===== config.mk =====
export PLATFORM = sky130hd
export DESIGN_NAME = uart_tx_arbiter
export DESIGN_NICKNAME = d
export VERILOG_FILES = /design/src/rtl/uart_pkg.sv /design/src/rtl/uart_tx_arbiter_rr_pick.sv /design/src/rtl/uart_tx_arbiter.sv
export SDC_FILE = /design/constraint.sdc
export NUM_CORES = 1
export LEC_CHECK = 0
export CORE_ASPECT_RATIO = 0.7
export CORE_MARGIN = 3
export CORE_UTILIZATION = 39
export CTS_BUF_LIST = sky130_fd_sc_hd__clkbuf_8
export CTS_CLUSTER_DIAMETER = 40
export CTS_CLUSTER_SIZE = 14
export DETAILED_ROUTE_END_ITERATION = 16
export PLACE_DENSITY = 0.81
export SLEW_MARGIN = 10
export SYNTH_ARGS = -nofsm -noshare
export SYNTH_HDL_FRONTEND = slang
export SYNTH_SLANG_ARGS = --single-unit

===== constraint.sdc =====
create_clock -name hwclk -period 2.15 [get_ports hwclk]
set_input_delay 0.43 -clock hwclk [delete_from_list [all_inputs] [get_ports hwclk]]
set_output_delay 0.43 -clock hwclk [all_outputs]
set_load 0.05 [all_outputs]

===== src/rtl/uart_pkg.sv =====
// Shared UART definitions: byte width, arbiter state encoding and the
// round-robin index wrap helper.
package uart_pkg;

    localparam int UART_BYTE_W = 8;

    typedef enum logic [1:0] {
        ARB_IDLE  = 2'd0,
        ARB_LOAD  = 2'd1,
        ARB_START = 2'd2,
        ARB_WAIT  = 2'd3
    } arb_state_t;

    // (base + off) mod n, assuming base < n and off < n
    function automatic int rr_wrap(input int base, input int off, input int n);
        int s;
        s = base + off;
        return (s >= n) ? s - n : s;
    endfunction

endpackage


===== src/rtl/uart_tx_arbiter_rr_pick.sv =====
// Rotate-priority encoder: first set req_valid bit at or above rr_ptr,
// wrapping around to bit 0.
module rr_pick
    import uart_pkg::*;
#(
    parameter int NUM_REQ = 4,
    parameter int GRANT_W = 2
) (
    input  logic [NUM_REQ-1:0] req_valid,
    input  logic [GRANT_W-1:0] rr_ptr,
    output logic               found,
    output logic [GRANT_W-1:0] idx
);

    // Scan from the farthest offset down so the nearest hit wins.
    always_comb begin
        found = 1'b0;
        idx   = '0;
        for (int k = NUM_REQ - 1; k >= 0; k--) begin
            if (req_valid[rr_wrap(int'(rr_ptr), k, NUM_REQ)]) begin
                found = 1'b1;
                idx   = GRANT_W'(rr_wrap(int'(rr_ptr), k, NUM_REQ));
            end
        end
    end

endmodule


===== src/rtl/uart_tx_arbiter.sv =====
// Round-robin arbiter sharing one 8N1 UART transmitter between NUM_REQ
// byte streams. Optional packet lock via `UART_ARB_PACKET_LOCK_EN.
module uart_tx_arbiter
    import uart_pkg::*;
#(
    parameter int NUM_REQ = 4,
    parameter int GRANT_W = 2
) (
    input  logic                           hwclk,
    input  logic                           reset,
    input  logic [NUM_REQ-1:0]             req_valid,
    input  logic [UART_BYTE_W*NUM_REQ-1:0] req_data,
    input  logic [NUM_REQ-1:0]             req_last,
    output logic [NUM_REQ-1:0]             req_ready,
    output logic                           tx_start,
    output logic [UART_BYTE_W-1:0]         tx_byte,
    input  logic                           tx_done,
    output logic [GRANT_W-1:0]             grant_id,
    output logic                           busy
);

    arb_state_t         state;
    logic [GRANT_W-1:0] rr_ptr;
    logic               pick_found;
    logic [GRANT_W-1:0] pick_idx;
    logic               grant_ok;
    logic [GRANT_W-1:0] grant_idx;
    logic               start_idle;
    logic [GRANT_W-1:0] ptr_next;

    rr_pick #(.NUM_REQ(NUM_REQ), .GRANT_W(GRANT_W)) u_pick (
        .req_valid (req_valid),
        .rr_ptr    (rr_ptr),
        .found     (pick_found),
        .idx       (pick_idx)
    );

`ifdef UART_ARB_PACKET_LOCK_EN
    logic locked;
    logic last_q;

    // While a packet is open only its owner may be granted.
    assign grant_ok  = locked ? req_valid[grant_id] : pick_found;
    assign grant_idx = locked ? grant_id : pick_idx;
`else
    logic unused_last;

    assign unused_last = ^req_last;
    assign grant_ok    = pick_found;
    assign grant_idx   = pick_idx;
`endif

    assign start_idle = (state == ARB_IDLE) && grant_ok && !reset;
    assign ptr_next   = (grant_id == GRANT_W'(NUM_REQ - 1)) ? '0 : grant_id + 1'b1;

    // Pop is combinational so valid and ready meet in the grant cycle.
    always_comb begin
        req_ready = '0;
        if (start_idle)
            req_ready[grant_idx] = 1'b1;
    end

    always_ff @(posedge hwclk) begin
        if (reset) begin
            state    <= ARB_IDLE;
            rr_ptr   <= '0;
            tx_start <= 1'b0;
            tx_byte  <= '0;
            grant_id <= '0;
            busy     <= 1'b0;
`ifdef UART_ARB_PACKET_LOCK_EN
            locked   <= 1'b0;
            last_q   <= 1'b0;
`endif
        end else begin
            tx_start <= 1'b0;
            case (state)
                ARB_IDLE: begin
                    if (start_idle) begin
                        grant_id <= grant_idx;
                        tx_byte  <= req_data[int'(grant_idx)*UART_BYTE_W +: UART_BYTE_W];
                        busy     <= 1'b1;
                        state    <= ARB_LOAD;
`ifdef UART_ARB_PACKET_LOCK_EN
                        last_q   <= req_last[grant_idx];
`endif
                    end
                end
                ARB_LOAD: begin
                    tx_start <= 1'b1;
                    state    <= ARB_START;
                end
                ARB_START: state <= ARB_WAIT;
                ARB_WAIT: begin
                    if (tx_done) begin
                        busy  <= 1'b0;
                        state <= ARB_IDLE;
`ifdef UART_ARB_PACKET_LOCK_EN
                        if (last_q) begin
                            rr_ptr <= ptr_next;
                            locked <= 1'b0;
                        end else begin
                            locked <= 1'b1;
                        end
`else
                        rr_ptr <= ptr_next;
`endif
                    end
                end
                default: state <= ARB_IDLE;
            endcase
        end
    end

endmodule

* Word level (Yosys, flattened, before mapping)
Cells that the tools add are included.
Widths: inputs -> output; s select.
** Operators by class
- $add $sub $neg :: 8
- Order comparisons :: 10
- Equality and inequality tests :: 6
- Shift-type cells :: 1
- Mux-type cells :: 35
- Reductions and logical operators :: 10
** Operators by type and width (number)
- $lt 32x4->1 const B :: 4
- $mux 32 :: 4
- $ge 32x4->1 const B :: 2
- $sub 32x4->32 const B :: 2
- $shiftx 32x6->8 :: 1
- $mux 1 :: 16
- $mux 2 :: 7
- $bmux 1 s2 :: 4
- $pmux 2 s4 :: 1
- $add 2x2->3 const B :: 2
- $eq 2x2->1 const B :: 3
- $reduce_and 2->1 :: 3
- $mux 4 :: 1
- $ne 2x2->1 const B :: 2
- $sub 2x3->4 const B :: 1
- $sub 3x3->4 const B :: 1
- $add 2x1->3 const B :: 1
- $ge 2x3->1 const B :: 1
- $ge 3x3->1 const B :: 1
- $logic_and 1x1->1 :: 3
- $lt 2x3->1 const B :: 1
- $reduce_and 3->1 :: 1
- $add 2x1->2 const B :: 1
- $demux 1 s2 :: 1
- other kinds (6) :: 6
** Storage, ports and cells
- Flip-flop bits (word level) :: 16
- Input bits :: 43
- Output and inout port bits :: 16
- Word-level logic and storage cells :: 76

* Depth between registers and ports, before layout
- Depth in word-level cells :: 15
- Mapped depth :: 7

* By module
From an unflattened synthesis, not the netlist that was laid out.
** Second synthesis, totals
- Cell total of the unflattened synthesis :: 106
- Area, all modules :: 1014.7 um^2
** Modules (own cells, without submodules)
- uart_tx_arbiter :: times used 1, cells an instance 93, area each 937.1 um^2, sequential area each 320.3 um^2
- rr_pick :: times used 1, cells an instance 13, area each 77.6 um^2, sequential area each 0.0 um^2

* Worst setup path before layout
No wires, ideal clock.
- Kind :: register -> output
- Start :: register state[0]
- End :: output port req_ready[1]
- Arrival time :: 1.812 ns
- Data required time :: 1.720 ns
- Slack :: -0.092 ns
- Stages on the path, launching flop included :: 8
- Path through :: dfxtp_1 -> inv_1 -> ha_1 -> nand2_4 -> nor2_2 -> nand2_2 -> buf_6 -> nor2_1
** Between the ends
- Word-level cells in the longest chain between the ends :: 4
** RTL lines
- start: declaration :: line uart_tx_arbiter.sv:22 : arb_state_t state;
- start signal: assignment :: line uart_tx_arbiter.sv:65 : state <= ARB_IDLE;
- start signal: assignment :: line uart_tx_arbiter.sv:83 : state <= ARB_LOAD;
- start signal: assignment :: line uart_tx_arbiter.sv:91 : state <= ARB_START;
- $logic_not 2->1 :: line uart_tx_arbiter.sv:53 : assign start_idle = (state == ARB_IDLE) && grant_ok && !reset;
- $logic_and 1x1->1 (2 in series) :: line uart_tx_arbiter.sv:53
- $mux 4 :: line uart_tx_arbiter.sv:59 : if (start_idle)
- end: declaration :: line uart_tx_arbiter.sv:14 : output logic [NUM_REQ-1:0] req_ready,
No other way between the ends.

* Worst setup path in the final report
- Start :: input port req_valid[2]
- End :: output port req_ready[3]
** Between the ends
- Word-level cells in the longest chain between the ends :: 12
- Elaborated cells between the ends (all ways) :: 28
- Those cells by class :: 2 x order compare; 23 x mux; 3 x reduce/logical
** RTL lines
- start: declaration :: line uart_tx_arbiter.sv:11 : input logic [NUM_REQ-1:0] req_valid,
- $bmux 1 s2 :: line uart_tx_arbiter_rr_pick.sv:20 : if (req_valid[rr_wrap(int'(rr_ptr), k, NUM_REQ)]) begin
- $mux 1 (implied by the code) (2 in series) :: line uart_tx_arbiter_rr_pick.sv:20
- $mux 2 (4 in series) :: line uart_tx_arbiter_rr_pick.sv:20
- $lt 2x3->1 (implied by the code) or $ge 2x1->1 (tied branches) :: line uart_tx_arbiter.sv:60 : req_ready[grant_idx] = 1'b1;
- $logic_and 1x1->1 (implied by the code) :: line uart_tx_arbiter.sv:60
- $mux 1 (implied by the code) :: line uart_tx_arbiter.sv:60
- $demux 1 s2 :: line uart_tx_arbiter.sv:60
- $mux 4 * :: line uart_tx_arbiter.sv:59
Mark *: on every way between the ends. The rest lies on a longest branch, timed or not. The select of a mux whose other input is x is not followed.

==> flow_summary.json <==
{
  "area_growth_pct": 72.2,
  "cts_tree": "yes",
  "synth_xor_area_share_pct": 0,
  "via_per_inst": 4.97,
  "cp-start-kind": "input pin",
  "outcome": "finished, final reports clean",
  "port_buffers": 54,
  "fmax_mhz": 473,
  "antenna_cells": 0,
  "vias": 1039,
  "slowest_delay_ns": 0.56,
  "die_w_um": 68.0,
  "cts_root_buf": "clkbuf_8",
  "whs_ns": 0.477,
  "worstHoldPathType": "flip-flop to flip-flop",
  "period_share_pct": 98.3,
  "grt_usage_pct": 19.6,
  "ys_seq_elements": 16,
  "synth_fp_nets": 156,
  "ioPinCount": 59,
  "grt_max_degree": 10,
  "gp_congestion": 0.755,
  "synth_top_family_by_area": "compound AO/OA/AOI/OAI gates",
  "fin_ws_ns": 0.0360,
  "postSynthAreaPerCell_um2": 9.81,
  "rsz0062_at_grt": "true",
  "worst-path-buf-inv": 3,
  "p_leak_nw": 0.722,
  "ff_latch_area_um2": 324,
  "hpwl_um": 2370,
  "crit_path_cell_trace": "buf_2 > buf_4 > or4_4 > nand2_4 > nor2_4 > nand2_4 > nor2_4 > buf_12",
  "synth-edff-count": 0,
  "cts_buffers": 3,
  "start_util_pct": 41.7,
  "synth_fa_ha_area_share_pct": 7.15,
  "first_pass_iters": 4,
  "vdd_ir_drop_max_mv": 0.792,
  "wirelength_um": 2980,
  "final_cell_mix": "clkdlybuf4s50_1 (46), mux2i_1 (19), buf_4 (16), dfxtp_1 (15), nand2_1 (14)",
  "cap_violations": 0,
  "crit_type": "input pin to output port",
  "worstSetupEndpointType": "output port",
  "n_fill_cell": 197,
  "synth_compound_area_share_pct": 21.1,
  "cts_max_level": 1,
  "async_flop_share_pct": 0,
  "grt_overflow": 0,
  "synth_seq_area_share_pct": 30.5,
  "pre_cts_ws_ns": -0.266,
  "grt_antenna_before_repair": 0,
  "power_density_nw_per_um2": 1030,
  "nets": 225,
  "cts.sinks": 16,
  "rr_worst_depth": 9,
  "period_needed_ns": 2.11,
  "slew_headroom_pct": 64.0,
  "synth_simple_gate_area_share_pct": 15.5,
  "grt_pass1_vias": 1164,
  "synth_top_area_cell": "dfxtp_1",
  "crit_family": "simple AND/OR/NAND/NOR gates",
  "synthTopCellsByArea": "dfxtp_1 (31%), mux2i_1 (18%), o221ai_2 (10%)",
  "fp.dieH_um": 49.4,
  "multi_input_area_um2": 693,
  "post-route-drc-count": 0,
  "yosysUniqueCellTypes": 28,
  "cts_buffer_depth": 2,
  "setup_viol": 0,
  "holdPathStages": 2,
  "clk_pin_slew_ns": 0.07,
  "final_common_cell": "clkdlybuf4s50_1",
  "skew_ns": 0.00465,
  "syn_inst": 107,
  "worst_slew_pin_slew_ns": 0.538,
  "slew_violations": 0,
  "clk_latency_ns": 0.25,
  "wl_per_cell_um": 14.2,
  "crit_arrival_ns": 1.68,
  "grt_pass1_wl_um": 4930,
  "dr.first_iter.drc_count": 23,
  "syn-cell-area_um2": 1050,
  "critPathSlowestCell": "or4_4",
  "core-area_um2": 2510,
  "ant_nets": 0,
  "rows": 15,
  "cp.depth": 8,
  "critPathRequiredTime_ns": 1.72,
  "cp_max_fo": 4,
  "ys_warn_count": 0,
  "muxShareOfSynthArea_pct": 18.1,
  "hold_viol": 0,
  "fp.dieArea_um2": 3360,
  "synth_flop_cell": "dfxtp_1",
  "yosysTopAreaCellShare_pct": 30.5,
  "drive_gt1_share_pct": 28.0,
  "finalSetupTns_ns": 0
}
## flip-flops by register name (all words and copies together) (netlist names)
name,flops
rr_ptr,2
tx_start,1
grant_id,2
state,2
tx_byte,8
busy,1
## cell usage after synthesis (2+ instances only)
library cell and instances:
ha_1 6, dfxtp_1 16, mux2i_1 19, nand2b_2 2, buf_6 4, nor3_1 2, a21oi_1 6, inv_1 6
nand2_1 14, nor2_1 8, o221ai_2 7
## metrics by stage
| step | instance area (um2) | power (mW) | std cells | util, % |
|---|---|---|---|---|
| 2_1_floorplan | 1050 | 1.17 | 107 | - |
| 3_3_place_gp | 1690 | 1.50 | 202 | 67.2 |
| 3_5_place_dp | 1690 | 1.54 | 202 | 67.2 |
| 4_1_cts | 1790 | 1.86 | 207 | 71.0 |
| 5_1_grt | 1810 | 1.96 | 209 | 71.9 |
| 6_report | 1810 | 1.86 | 209 | 71.9 |
## worst paths after layout
check	start	endpoint	slack, ns
max	req_valid[2]	req_ready[3]	0.04
min	tx_byte[0]	tx_byte[0]	0.48
max reg2reg	rr_ptr[1]	tx_byte[5]	0.46
min reg2reg	tx_byte[0]	tx_byte[0]	0.48
## kinds of logic (layout without fill, tap and decap cells)
| group | count (synthesis) | in the layout |
|---|---|---|
| compound gates | 21 | 21 |
| fa+ha+maj | 6 | 6 |
| buf+inv | 12 | 80 |
| flops | 16 | 16 |
| mux | 19 | 19 |
| simple gates | 33 | 33 |
## final cells by class
class	count	share of cell area, %
Tap cell	34	2.35
Sequential cell	16	17.9
Inverter	6	1.25
Multi-Input combinational cell	79	38.3
Timing Repair Buffer	70	37.1
Clock buffer	4	3.04
## report_power, final
part	internal (mW)	switching (mW)
logic	0.481	0.650
clock network	0.163	0.108
registers	0.394	0.0680
total	1.04	0.826
## routing by layer
metal | share of wire (%) | routed length (um) | GRT usage (%)
met1 | 39 | 1160 | 20.3
met3 | 8.5 | 253 | 8.76
met4 | 1.8 | 55 | 5.94
met5 | 0 | 0 | 0
met2 | 51 | 1510 | 34.6
## worst reg2reg max path: stages (launching register included)
cell      delay, ns
dfxtp_4        0.38
mux2i_1        0.19
nor2_1         0.07
a311oi_2       0.22
buf_4          0.18
nand2b_4       0.14
buf_4          0.11
buf_4          0.09
buf_4          0.13
o221ai_2       0.08
## what timing repair did
action / 4_1_cts / 5_1_grt
setup buffers: 1 / 2
hold endpoints to repair: 0 / 0
hold buffers: 0 / 0
resized for setup: 18 / 5
endpoints found under the setup margin: 4 / 4
pin swaps: 3 / 2
gates cloned: 0 / 0
Power figures use the tool's default switching activity.
